===== src/rtl/uart_rx_fifo.sv =====
// Receive-side frame buffer behind the UART receiver: masks each frame to the
// active format, queues it in a circular FIFO and presents it show-ahead to the host.
module uart_rx_fifo #(
  parameter int DEPTH    = 16,
  parameter int AW       = 4,
  parameter int AF_LEVEL = 12
) (
  input  logic          SCLK,
  input  logic          SCLR,
  input  logic [2:0]    UMODE,
  input  logic          RX_STB,
  input  logic [8:0]    RX_DATA,
  input  logic          RX_ERR,
  output logic          DOUT_VALID,
  input  logic          DOUT_READY,
  output logic [7:0]    DOUT,
  output logic          DOUT_PAR,
  output logic          DOUT_ERR,
  input  logic          FLUSH,
  input  logic          STAT_CLR,
  output logic [AW:0]   COUNT,
  output logic          EMPTY,
  output logic          FULL,
  output logic          ALMOST_FULL,
  output logic          OVERRUN,
  output logic [7:0]    ERR_CNT
);

  typedef struct packed {
    logic       err;
    logic       par;
    logic [7:0] data;
  } entry_t;

  localparam logic [AW:0] DEPTH_C = (AW+1)'(DEPTH);
  localparam logic [AW:0] AF_C    = (AW+1)'(AF_LEVEL);

  // NOTE: the storage array has no reset; only pointers and COUNT define which
  // entries are live, so clearing the RAM would add muxes for no behaviour.
  entry_t        mem [DEPTH];

  logic [AW-1:0] wr_ptr;
  logic [AW-1:0] rd_ptr;
  logic [AW:0]   count_q;
  logic          overrun_q;
  logic [7:0]    err_cnt_q;

  logic [7:0]    width_mask;
  entry_t        wr_entry;
  entry_t        head;
  logic          empty;
  logic          full;
  logic          do_push;
  logic          do_pop;
  logic          drop;
  logic          err_evt;

  // NOTE: every always_comb output gets a default before the case, so no
  // path can leave it unassigned and infer a latch.
  always_comb begin
    width_mask = 8'hFF;
    case (UMODE[2:1])
      2'b00:   width_mask = 8'h1F;
      2'b01:   width_mask = 8'h3F;
      2'b10:   width_mask = 8'h7F;
      default: width_mask = 8'hFF;
    endcase
  end

  // Masking is frozen at write time, so later UMODE changes never alter stored frames.
  assign wr_entry = '{err: RX_ERR, par: RX_DATA[8] & UMODE[0], data: RX_DATA[7:0] & width_mask};

  assign empty   = (count_q == '0);
  assign full    = (count_q == DEPTH_C);

  // FLUSH discards everything in flight, including a same-cycle frame or pop.
  assign do_pop  = ~empty & DOUT_READY & ~FLUSH;
  assign do_push = RX_STB & ~FLUSH & (~full | do_pop);
  assign drop    = RX_STB & ~FLUSH & full & ~do_pop;
  assign err_evt = do_push & RX_ERR;

  // When full with a pop, wr_ptr == rd_ptr: the head is read out before the
  // edge that overwrites its slot, so the simultaneous write is safe.
  // NOTE: sequential state uses non-blocking assignments so every register
  // samples pre-edge values regardless of statement order.
  always_ff @(posedge SCLK) begin
    if (do_push && !SCLR) begin
      mem[wr_ptr] <= wr_entry;
    end
  end

  always_ff @(posedge SCLK) begin
    if (SCLR || FLUSH) begin
      wr_ptr  <= '0;
      rd_ptr  <= '0;
      count_q <= '0;
    end else begin
      if (do_push) wr_ptr <= wr_ptr + AW'(1);
      if (do_pop)  rd_ptr <= rd_ptr + AW'(1);
      case ({do_push, do_pop})
        2'b10:   count_q <= count_q + (AW+1)'(1);
        2'b01:   count_q <= count_q - (AW+1)'(1);
        default: count_q <= count_q;
      endcase
    end
  end

  // A new event in the same cycle as STAT_CLR wins over the clear.
  always_ff @(posedge SCLK) begin
    if (SCLR) begin
      overrun_q <= 1'b0;
      err_cnt_q <= '0;
    end else begin
      if (drop)          overrun_q <= 1'b1;
      else if (STAT_CLR) overrun_q <= 1'b0;

      if (err_evt) begin
        if (STAT_CLR)                err_cnt_q <= 8'd1;
        else if (err_cnt_q != 8'hFF) err_cnt_q <= err_cnt_q + 8'd1;
      end else if (STAT_CLR) begin
        err_cnt_q <= '0;
      end
    end
  end

  assign head        = mem[rd_ptr];
  assign DOUT_VALID  = ~empty;
  assign DOUT        = empty ? 8'h00 : head.data;
  assign DOUT_PAR    = empty ? 1'b0  : head.par;
  assign DOUT_ERR    = empty ? 1'b0  : head.err;

  assign COUNT       = count_q;
  assign EMPTY       = empty;
  assign FULL        = full;
  assign ALMOST_FULL = (count_q >= AF_C);
  assign OVERRUN     = overrun_q;
  assign ERR_CNT     = err_cnt_q;

endmodule


===== config.mk =====
export PLATFORM = sky130hd
export DESIGN_NAME = uart_rx_fifo
export DESIGN_NICKNAME = d
export VERILOG_FILES = /design/src/rtl/uart_rx_fifo.sv
export SDC_FILE = /design/constraint.sdc
export NUM_CORES = 1
export LEC_CHECK = 0
export ABC_AREA = 0
export BUFFER_PORTS_ARGS = -buffer_cell sky130_fd_sc_hd__buf_2
export CAP_MARGIN = 20
export CORE_MARGIN = 4
export CORE_UTILIZATION = 45
export CTS_CLUSTER_SIZE = 24
export DETAILED_ROUTE_END_ITERATION = 10
export PLACE_DENSITY_LB_ADDON = 0.1
export REMOVE_ABC_BUFFERS = 1
export SLEW_MARGIN = 10
export SYNTH_ARGS = -nofsm -noshare
export SYNTH_HDL_FRONTEND = slang
export SYNTH_SLANG_ARGS = --single-unit

===== constraint.sdc =====
create_clock -name SCLK -period 4.8 [get_ports SCLK]
set_clock_uncertainty 0.1 [all_clocks]
set_input_delay 0 -clock SCLK [delete_from_list [all_inputs] [get_ports SCLK]]
set_output_delay 0 -clock SCLK [all_outputs]
set_load 0.03 [all_outputs]

==> results of run 1 <==
[metal layers]
| layer | share of wire | routed length (microns) |
|---|---|---|
| met1 | 0.44 | 7240 |
| met2 | 0.50 | 8160 |
| met3 | 0.039 | 640 |
| met4 | 0.015 | 245 |
| met5 | 0 | 0 |
[metrics by stage]
| stage | hold slack, ps | setup slack, ps | util | total power, mW |
|---|---|---|---|---|
| after global routing | 73.4 | 1490 | 0.543 | 3.41 |
| after detailed placement | 126 | 1930 | 0.498 | 1.92 |
| final | 43.7 | 1670 | 0.543 | 3.30 |
| after CTS | 25.9 | 1580 | 0.542 | 3.32 |
| after global placement | 127 | 1850 | 0.496 | 1.91 |
| after floorplan | -30.9 | 1360 | - | 1.86 |
[worst register-to-register path: cells and delay by family (launching register included)]
kind | cells | cell delay (ps)
AOI/OAI and AO/OA | 1 | 260
buffers and inverters | 1 | 230
DFF | 1 | 510
and+or+nand+nor | 4 | 1410
[final timing paths]
path,startpoint,to,slack (ps),cells past startpoint
setup / recovery,flop,DOUT_ERR,1670,6
hold / removal,DOUT_READY,flop,40,4
setup reg to reg,COUNT[1]$_SDFFE_PP0P_,mem[6][3]$_DFFE_PP_,1900,6
hold reg to reg,rd_ptr[1]$_SDFFE_PP0N_,flop,430,2
[power breakdown]
group          internal (mW)  leakage, nW  switching, mW
clock network          0.817        0.271          0.600
registers               1.76         1.66        0.00511
logic                 0.0421        0.930         0.0793
total                   2.62         2.86          0.685
[flip-flops by register name, indices dropped and copies added, names as in the netlist, named ones only]
register,flops
ERR_CNT,8
COUNT,5
OVERRUN,1
rd_ptr,4
wr_ptr,4
mem,160
[kinds of logic after synthesis]
| family | Yosys count | share of synthesized area |
|---|---|---|
| adders and majority gates | 8 | 0.0133 |
| xor gates and xnor gates | 15 | 0.0175 |
| buffers and inverters | 29 | 0.0161 |
| AOI/OAI and AO/OA | 24 | 0.0223 |
| DFF | 186 | 0.709 |
| muxes | 53 | 0.154 |
| and+or+nand+nor | 99 | 0.0683 |
[synthesized netlist by cell type, types with 2 or more instances]
| library cell | instances | area share |
|---|---|---|
| ha_1 | 8 | 0.013 |
| buf_1 | 3 | 0.0015 |
| or3_1 | 2 | 0.0017 |
| mux2i_1 | 3 | 0.0040 |
| and3_1 | 4 | 0.0033 |
| nand3_1 | 4 | 0.0027 |
| nor3_1 | 4 | 0.0027 |
| dfxtp_1 | 26 | 0.069 |
| nor2b_1 | 13 | 0.011 |
| edfxtp_1 | 160 | 0.64 |
| inv_1 | 9 | 0.0045 |
| xnor2_1 | 5 | 0.0058 |
| nor2_1 | 36 | 0.018 |
| xor2_1 | 10 | 0.012 |
| nand4_1 | 10 | 0.0083 |
| o21ai_0 | 5 | 0.0033 |
| nand2_1 | 11 | 0.0055 |
| a21oi_1 | 7 | 0.0047 |
| buf_2 | 4 | 0.0027 |
| mux4_2 | 50 | 0.15 |
| and2_1 | 3 | 0.0025 |
| clkbuf_1 | 11 | 0.0055 |
| nand2b_1 | 3 | 0.0025 |
| or2_2 | 2 | 0.0017 |
[layout make-up]
| type | count | area share |
|---|---|---|
| Clock buffer | 17 | 0.0486 |
| Clock inverter | 15 | 0.0203 |
| Timing Repair Buffer | 65 | 0.0484 |
| Tap cell | 216 | 0.0309 |
| Inverter | 10 | 0.00429 |
| Sequential cell | 186 | 0.608 |
| Multi-Input combinational cell | 199 | 0.239 |
[layout by cell type (no fill, tap or decap), types with 6 or more instances in the layout]
master / netlist / layout
buf_4: 0 / 6
a21oi_1: 7 / 7
nand2_1: 11 / 11
dlygate4sd3_1: 0 / 11
edfxtp_1: 160 / 160
nor2_1: 36 / 36
ha_1: 8 / 8
dfxtp_1: 26 / 24
nand4_1: 10 / 10
clkbuf_16: 0 / 17
clkinvlp_4: 0 / 7
nor2b_1: 13 / 13
buf_2: 4 / 46
xor2_1: 10 / 10
inv_1: 9 / 9
mux4_2: 50 / 50
==> run summary, run 1 <==
GPL Wtd Cong: 0.813
GR Util All Layers: 0.187
Starting density of the core: 0.466
Slew HR: 0.253
Cells after Synth: 414
FF/Latch Area: 0.00533 sq mm
Req. time, crit path: 4700 ps
Crit-path cells: buf_16 -> buf_4 -> mux4_2 -> mux4_2 -> nor2b_1 -> buf_2
CP most frequent cell: mux4_2
1st-iter DRT viols: 254
Crit-path max FO: 18
Setup TNS Final: 0 ps
Setup repair bufs after CTS: 0
Achievable Freq: 0.319 GHz
EDFF count, synth: 160
Met3 Track Usage GR: 0.0354
YS warnings: 0
Post-synthesis sequential area ratio: 0.709
Worst-path clk slew: 60 ps
Fillers: 1307
Placed cell areas: 0.00803 sq mm
Nets@finish: 506
Maxcap violations: 0
Placed Instances: 663
Vias in the first global route: 4086
CTS Hold Bufs: 11
WS Path Type: flop to primary output
Mean Syn Cell Area: 18.2 sq um
CP Capture Type: primary output
# rows: 46
Die Y: 137 microns
Grt total ovfl: 0
First-pass DRT Iterations: 5
Routing usage on met1: 0.257
Hold WC Path Type: input pin to flop
Layout cells sized above 1: 0.303
Clk_lat worst skew: 430 ps
Peak VDD IR: 0.000271 V
Unrepaired setup endpoints after global routing: no
Crit path time final: 3130 ps
Slew Limit Fails: 0
Area grow syn2layout: 16.5%
CTS tree: yes
Post-route cell area: 0.00876 sq mm
Clk sink count: 186
# DRC: 0
Vias: 3890
Outcome: finished clean
Initial antenna violation count: 0
Met2 Use GR: 0.305
Worst Max-Slew Pin Slew: 1120 ps
CP top delay family: multiplexers
Clock tree buffer depth: 2
PostCTS Resize Cnt: 0
Clk root buf: clkbuf_16
Post-detailed-route count of antenna-violating nets: 0
Period Utilization, post-route: 0.652
Final hold violations: 0
PD cells: 377 mW/mm^2
Drt total wl: 16.3 mm
ANT cells: 0
Finished Layout Cells: 708
Register bit count reported by yosys: 186
Largest net degree at the start of global routing: 41
CP Launch Type: flop
Die W: 137 microns
Via/cell ratio: 5.49
Die area: 0.0188 sq mm
Final setup violation count: 0
Core Region: 0.0161 sq mm
Leakage power: 2.86 nW
PortBufs: 46
Number of H-tree levels: 4
Synth cell types: 45
Buffers & Inverters on Critical Path: 3
Arr. time, crit path: 3030 ps
Global-route wire length before repair: 24.9 mm
DR WL/cell: 23.0 microns
Cts bufs inserted: 17
IO Pins: 47
Post-DP HPWL: 10.5 mm
CP max stage cell: dfxtp_2
Multi-input logic area: 0.00209 sq mm
FFs w/ async S/R, synth: 0
Mapped cell area: 0.00751 sq mm
Top FF cell, synth: edfxtp_1
Worst path max stage delay: 810 ps
Most Crowded Layer GR: met2
Power figures use the tool's default switching activity.
==> run 2: changes to the inputs <==
==> constraint.sdc (replaced) <==
create_clock -name SCLK -period 2.81 [get_ports SCLK]
set_clock_uncertainty 0.1 [all_clocks]
set_input_delay 0 -clock SCLK [delete_from_list [all_inputs] [get_ports SCLK]]
set_output_delay 0 -clock SCLK [all_outputs]
set_load 0.03 [all_outputs]
==> run summary, run 2 (synthesis results as in run 1) <==
WHS: 54.8 ps (+11.1 ps)
Largest register FFs: 160 (unchanged)
Leakage power: 2.99 nW (+4.4%)
Final setup violation count: 0 (unchanged)
Largest net degree at the start of global routing: 41 (unchanged)
Via/cell ratio: 5.53 (+0.59%)
Slew Limit Fails: 0 (unchanged)
R2r setup slk: 220 ps (-1680 ps)
Vias in the first global route: 4132 (+1.1%)
Period Utilization, post-route: 0.922
Most frequent cells in the layout: 160 x edfxtp_1, 50 x mux4_2, 46 x buf_2, 36 x nor2_1
1st-iter DRT viols: 234 (-7.9%)
Crit-path max FO: 11 (-7)
ANT cells: 0 (unchanged)
Vias: 4018 (+3.3%)
Grt total ovfl: 0 (unchanged)
PostCTS Resize Cnt: 0 (unchanged)
Setup TNS Final: 0 ps (unchanged)
Maxcap violations: 0 (unchanged)
Finished Layout Cells: 727 (+2.7%)
Final hold violations: 0 (unchanged)
Die area: 0.0188 sq mm (unchanged)
Drt total wl: 16.3 mm (+0.16%)
CP Capture Type: flop
Layout cells sized above 1: 0.317 (+0.0142)
Arr. time, crit path: 2850 ps (-180 ps)
Achievable Freq: 0.386 GHz
PortBufs: 46 (unchanged)
Setup repair bufs after CTS: 0 (unchanged)
GR Util All Layers: 0.187 (-0.000382)
First-pass DRT Iterations: 4 (-1)
Worst-path clk slew: 70 ps (about the same)
Overall power: 5.70 mW (+73%)
Nets@finish: 525 (+3.8%)
Core Region: 0.0161 sq mm (unchanged)
Cts bufs inserted: 17 (unchanged)
PD cells: 640 mW/mm^2 (+70%)
DR WL/cell: 22.4 microns (-2.5%)
Global-route wire length before repair: 24.9 mm (+0.14%)
Pre-CTS setup slack: 287 ps (-1650 ps)
Clk root buf: clkbuf_16
Worst Max-Slew Pin Slew: 738 ps (-383 ps)
Hold WC Path Type: input pin to flop
Peak VDD IR: 0.000460 V (+70%)
Placed Instances: 683 (+3.0%)
Initial antenna violation count: 0 (unchanged)
Placed cell areas: 0.00818 sq mm (+1.9%)
# rows: 46 (unchanged)
Unrepaired setup endpoints after global routing: no
Area grow syn2layout: 18.6%
Starting density of the core: 0.466 (unchanged)
Setup slack after layout: 218 ps (-1450 ps)
Post-route cell area: 0.00891 sq mm (+1.8%)
CTS tree: yes
Outcome: finished clean
Req. time, crit path: 3070 ps (-1630 ps)
# DRC: 0 (unchanged)
Die W: 137 microns (unchanged)
Post-DP HPWL: 9.72 mm (-7.4%)
GPL Wtd Cong: 0.866 (+6.6%)
Slew HR: 0.507 (+0.255)
WS Path Type: flop to flop
Most common cell after layout, fill and taps aside: edfxtp_1
Crit path time final: 2590 ps
Clk_lat worst skew: 430 ps (about the same)
Post-detailed-route count of antenna-violating nets: 0 (unchanged)
CP Launch Type: flop
Top reg by flops: mem
Layout Utilization: 0.553 (+0.00970)
Clk sink count: 186 (unchanged)
Number of H-tree levels: 4 (unchanged)
CTS Hold Bufs: 12 (+1)
Clock tree buffer depth: 2 (unchanged)
Die Y: 137 microns (unchanged)
IO Pins: 47 (unchanged)
## run 2: power by group
group          switching, mW  internal [mW]
clock                  0.965           1.53
combinational          0.129         0.0727
sequential           0.00630           3.00
## run 2: final cells by class
class | count | area, sq um
fillers | 1287 | 7200
flip-flops and latches | 186 | 5330
multi-input cells | 199 | 2090
repair buffers | 84 | 571
clock buffers | 23 | 468
well taps | 216 | 270
clock inverters | 9 | 145
inverters | 10 | 37.5
## run 2: routing by layer
metal	vias up	GRT usage	routed length (microns)
li1	1812	-	-
met5	-	0	0
met2	87	0.298	8030
met1	2104	0.262	7380
met4	0	0.0632	199
met3	15	0.0343	706
## run 2: worst max-delay path, stage by stage (launching register included)
cell     delay, ps
dfxtp_1        400
or4_4          600
o21ai_4        190
o21ai_0        110
ha_1           250
or3_1          330
a21oi_1        170
a32o_1         150
o21ai_0        100
a21oi_1        130
## run 2: path summary, 6_finish.rpt
kind	start	end	depth (start not counted)
setup / recovery	COUNT[1]$_SDFFE_PP0P_	COUNT[4]$_SDFFE_PP0P_	9
hold / removal	FLUSH	COUNT[4]$_SDFFE_PP0P_	3
setup reg to reg	COUNT[1]$_SDFFE_PP0P_	COUNT[4]$_SDFFE_PP0P_	9
hold reg to reg	rd_ptr[1]$_SDFFE_PP0N_	flop	2
==> run 3: changes to the inputs <==
--- a/config.mk
+++ b/config.mk
@@ -12,6 +12,7 @@
 export CORE_UTILIZATION = 45
 export CTS_CLUSTER_SIZE = 24
 export DETAILED_ROUTE_END_ITERATION = 10
+export MAX_ROUTING_LAYER = met4
 export PLACE_DENSITY_LB_ADDON = 0.1
 export REMOVE_ABC_BUFFERS = 1
 export SLEW_MARGIN = 10
==> run summary, run 3 (synthesis results as in run 1) <==
Final setup violation count: 0 (unchanged)
Global-route wire length before repair: 24.9 mm (about the same)
Hold WC Path Type: input pin to flop
Crit path time final: 2590 ps (-1.19 ps)
Final hold violations: 0 (unchanged)
Hold path depth: 3 (unchanged)
Pre-CTS setup slack: 287 ps (unchanged)
Arr. time, crit path: 2850 ps (about the same)
P_int: 4.60 mW (about the same)
Post-detailed-route count of antenna-violating nets: 0 (unchanged)
Clk pwr share: 0.437 (about the same)
PortBufs: 46 (unchanged)
Switching share of power: 0.193 (about the same)
Sw Pwr: 1.10 mW (about the same)
Area grow syn2layout: 18.6% (unchanged)
Die W: 137 microns (unchanged)
Core Region: 0.0161 sq mm (unchanged)
Leakage power: 2.99 nW (unchanged)
Comb pwr share: 0.035 (about the same)
Vias: 4020 (+0.050%)
Starting density of the core: 0.466 (unchanged)
R2r startpoint: COUNT[1]$_SDFFE_PP0P_
Number of H-tree levels: 4 (unchanged)
R2R depth: 9 (unchanged)
Grt total ovfl: 0 (unchanged)
Setup slack after layout: 220 ps (+1.19 ps)
Slew Limit Fails: 0 (unchanged)
WS Path Type: flop to flop
Cts bufs inserted: 17 (unchanged)
Fillers: 1287 (unchanged)
Req. time, crit path: 3070 ps (about the same)
CP Launch Type: flop
Nets@finish: 525 (unchanged)
First-pass DRT Iterations: 4 (unchanged)
GR Util All Layers: 0.192 (+0.00550)
Worst-path clk slew: 60 ps (about the same)
Setup repair bufs after CTS: 0 (unchanged)
Period Utilization, post-route: 0.922 (about the same)
Vias in the first global route: 4114 (-0.44%)
Via/cell ratio: 5.53 (about the same)
PD cells: 640 mW/mm^2 (about the same)
WHS: 53.9 ps (-0.896 ps)
Clk_lat worst skew: 430 ps (about the same)
Clk sink count: 186 (unchanged)
Worst R2R End: COUNT[4]$_SDFFE_PP0P_
Largest register FFs: 160 (unchanged)
# DRC: 0 (unchanged)
Drt total wl: 16.3 mm (-0.19%)
R2r setup slk: 220 ps (about the same)
Setup TNS Final: 0 ps (unchanged)
Achievable Freq: 0.386 GHz (about the same)
Outcome: finished clean
Top reg by flops: mem
Maxcap violations: 0 (unchanged)
Unrepaired setup endpoints after global routing: no
Worst path max stage delay: 600 ps (about the same)
# rows: 46 (unchanged)
CP Capture Type: flop
ANT cells: 0 (unchanged)
Worst Max-Slew Pin Slew: 737 ps (-0.561 ps)
HP Start: FLUSH
Largest net degree at the start of global routing: 41 (unchanged)
Post-DP HPWL: 9.72 mm (unchanged)
Crit-path cells: or4_4 -> o21ai_4 -> o21ai_0 -> ha_1 -> or3_1 -> a21oi_1 -> a32o_1 -> o21ai_0 -> a21oi_1
Sequential Power Share: 0.528 (about the same)
Most frequent cells in the layout: 160 x edfxtp_1, 50 x mux4_2, 46 x buf_2, 36 x nor2_1
Crit-path max FO: 11 (unchanged)
Layout Utilization: 0.553 (unchanged)
Most common cell after layout, fill and taps aside: edfxtp_1
Initial antenna violation count: 0 (unchanged)
Min-Delay Endpoint: COUNT[4]$_SDFFE_PP0P_
Die Y: 137 microns (unchanged)
Die area: 0.0188 sq mm (unchanged)
Clk root buf: clkbuf_16
Clock tree buffer depth: 2 (unchanged)
Slew HR: 0.508 (about the same)
CTS tree: yes
IO Pins: 47 (unchanged)
DR WL/cell: 22.4 microns (-0.19%)
GPL Wtd Cong: 0.880 (+1.6%)
PostCTS Resize Cnt: 0 (unchanged)
1st-iter DRT viols: 237 (+1.3%)
Peak VDD IR: 0.000464 V (+0.79%)
CP max stage cell: or4_4
Layout cells sized above 1: 0.317 (unchanged)
==> run 3: cell counts in the layout (fill, tap and decap cells not counted) <==
Identical to the previous run, type by type.
==> run 3: timing repair <==
action | in CTS | in global routing
endpoints found under the hold margin | 106 | 0
setup endpoints to repair | 0 | 0
hold buffers | 12 | 0
==> run 3: how the worst max path moves through the flow <==
| stage | cells past startpoint | start | to | slack [ps] |
|---|---|---|---|---|
| 5_1_grt | 5 | flop | DOUT_ERR | 130 |
| 2_1_floorplan | 5 | COUNT[1]$_SDFFE_PP0P_ | mem[3][0]$_DFFE_PP_ | -630 |
| 6_report | 9 | COUNT[1]$_SDFFE_PP0P_ | COUNT[4]$_SDFFE_PP0P_ | 220 |
| 3_3_place_gp | 9 | COUNT[1]$_SDFFE_PP0P_ | COUNT[4]$_SDFFE_PP0P_ | 350 |
| 4_1_cts | 5 | flop | DOUT_ERR | 190 |
| 3_5_place_dp | 9 | COUNT[1]$_SDFFE_PP0P_ | COUNT[4]$_SDFFE_PP0P_ | 290 |
==> run 3: per-layer routing <==
metal / global-route usage / vias up / share of wire
li1: - / 1811 / -
met1: 0.262 / 2094 / 0.45
met2: 0.298 / 98 / 0.49
met3: 0.0354 / 17 / 0.050
met4: 0.0599 / 0 / 0.013
met5: - / - / 0
==> run 3: power groups by stage <==
stage	registers (mW)	clock network [mW]	logic, mW
after CTS	3.01	2.53	0.204
after detailed placement	3.07	0	0.192
after global placement	3.07	0	0.189
after floorplan	3.08	0	0.100
after global routing	3.01	2.66	0.221
final	3.01	2.49	0.201
==> run 3: cell type report <==
| cell class | instances | area (sq um) | area share |
|---|---|---|---|
| Clock inverter | 9 | 145 | 0.0163 |
| Inverter | 10 | 37.5 | 0.00421 |
| Tap cell | 216 | 270 | 0.0303 |
| Timing Repair Buffer | 84 | 571 | 0.0640 |
| Sequential cell | 186 | 5330 | 0.598 |
| Multi-Input combinational cell | 199 | 2090 | 0.235 |
| Clock buffer | 23 | 468 | 0.0525 |
==> run 3: critical path, delay by kind of cell, from the launching register on <==
family	cells	cell delay (ps)
fa+ha+maj	1	250
simple gates	2	930
compound gates	6	850
flops	1	400
==> run 3: through the flow <==
step | instances | area [sq um] | total power, mW
3_5_place_dp | 683 | 8180 | 3.26
2_1_floorplan | 395 | 7430 | 3.18
3_3_place_gp | 683 | 8180 | 3.26
6_report | 727 | 8910 | 5.70
4_1_cts | 727 | 8910 | 5.74
5_1_grt | 727 | 8910 | 5.89
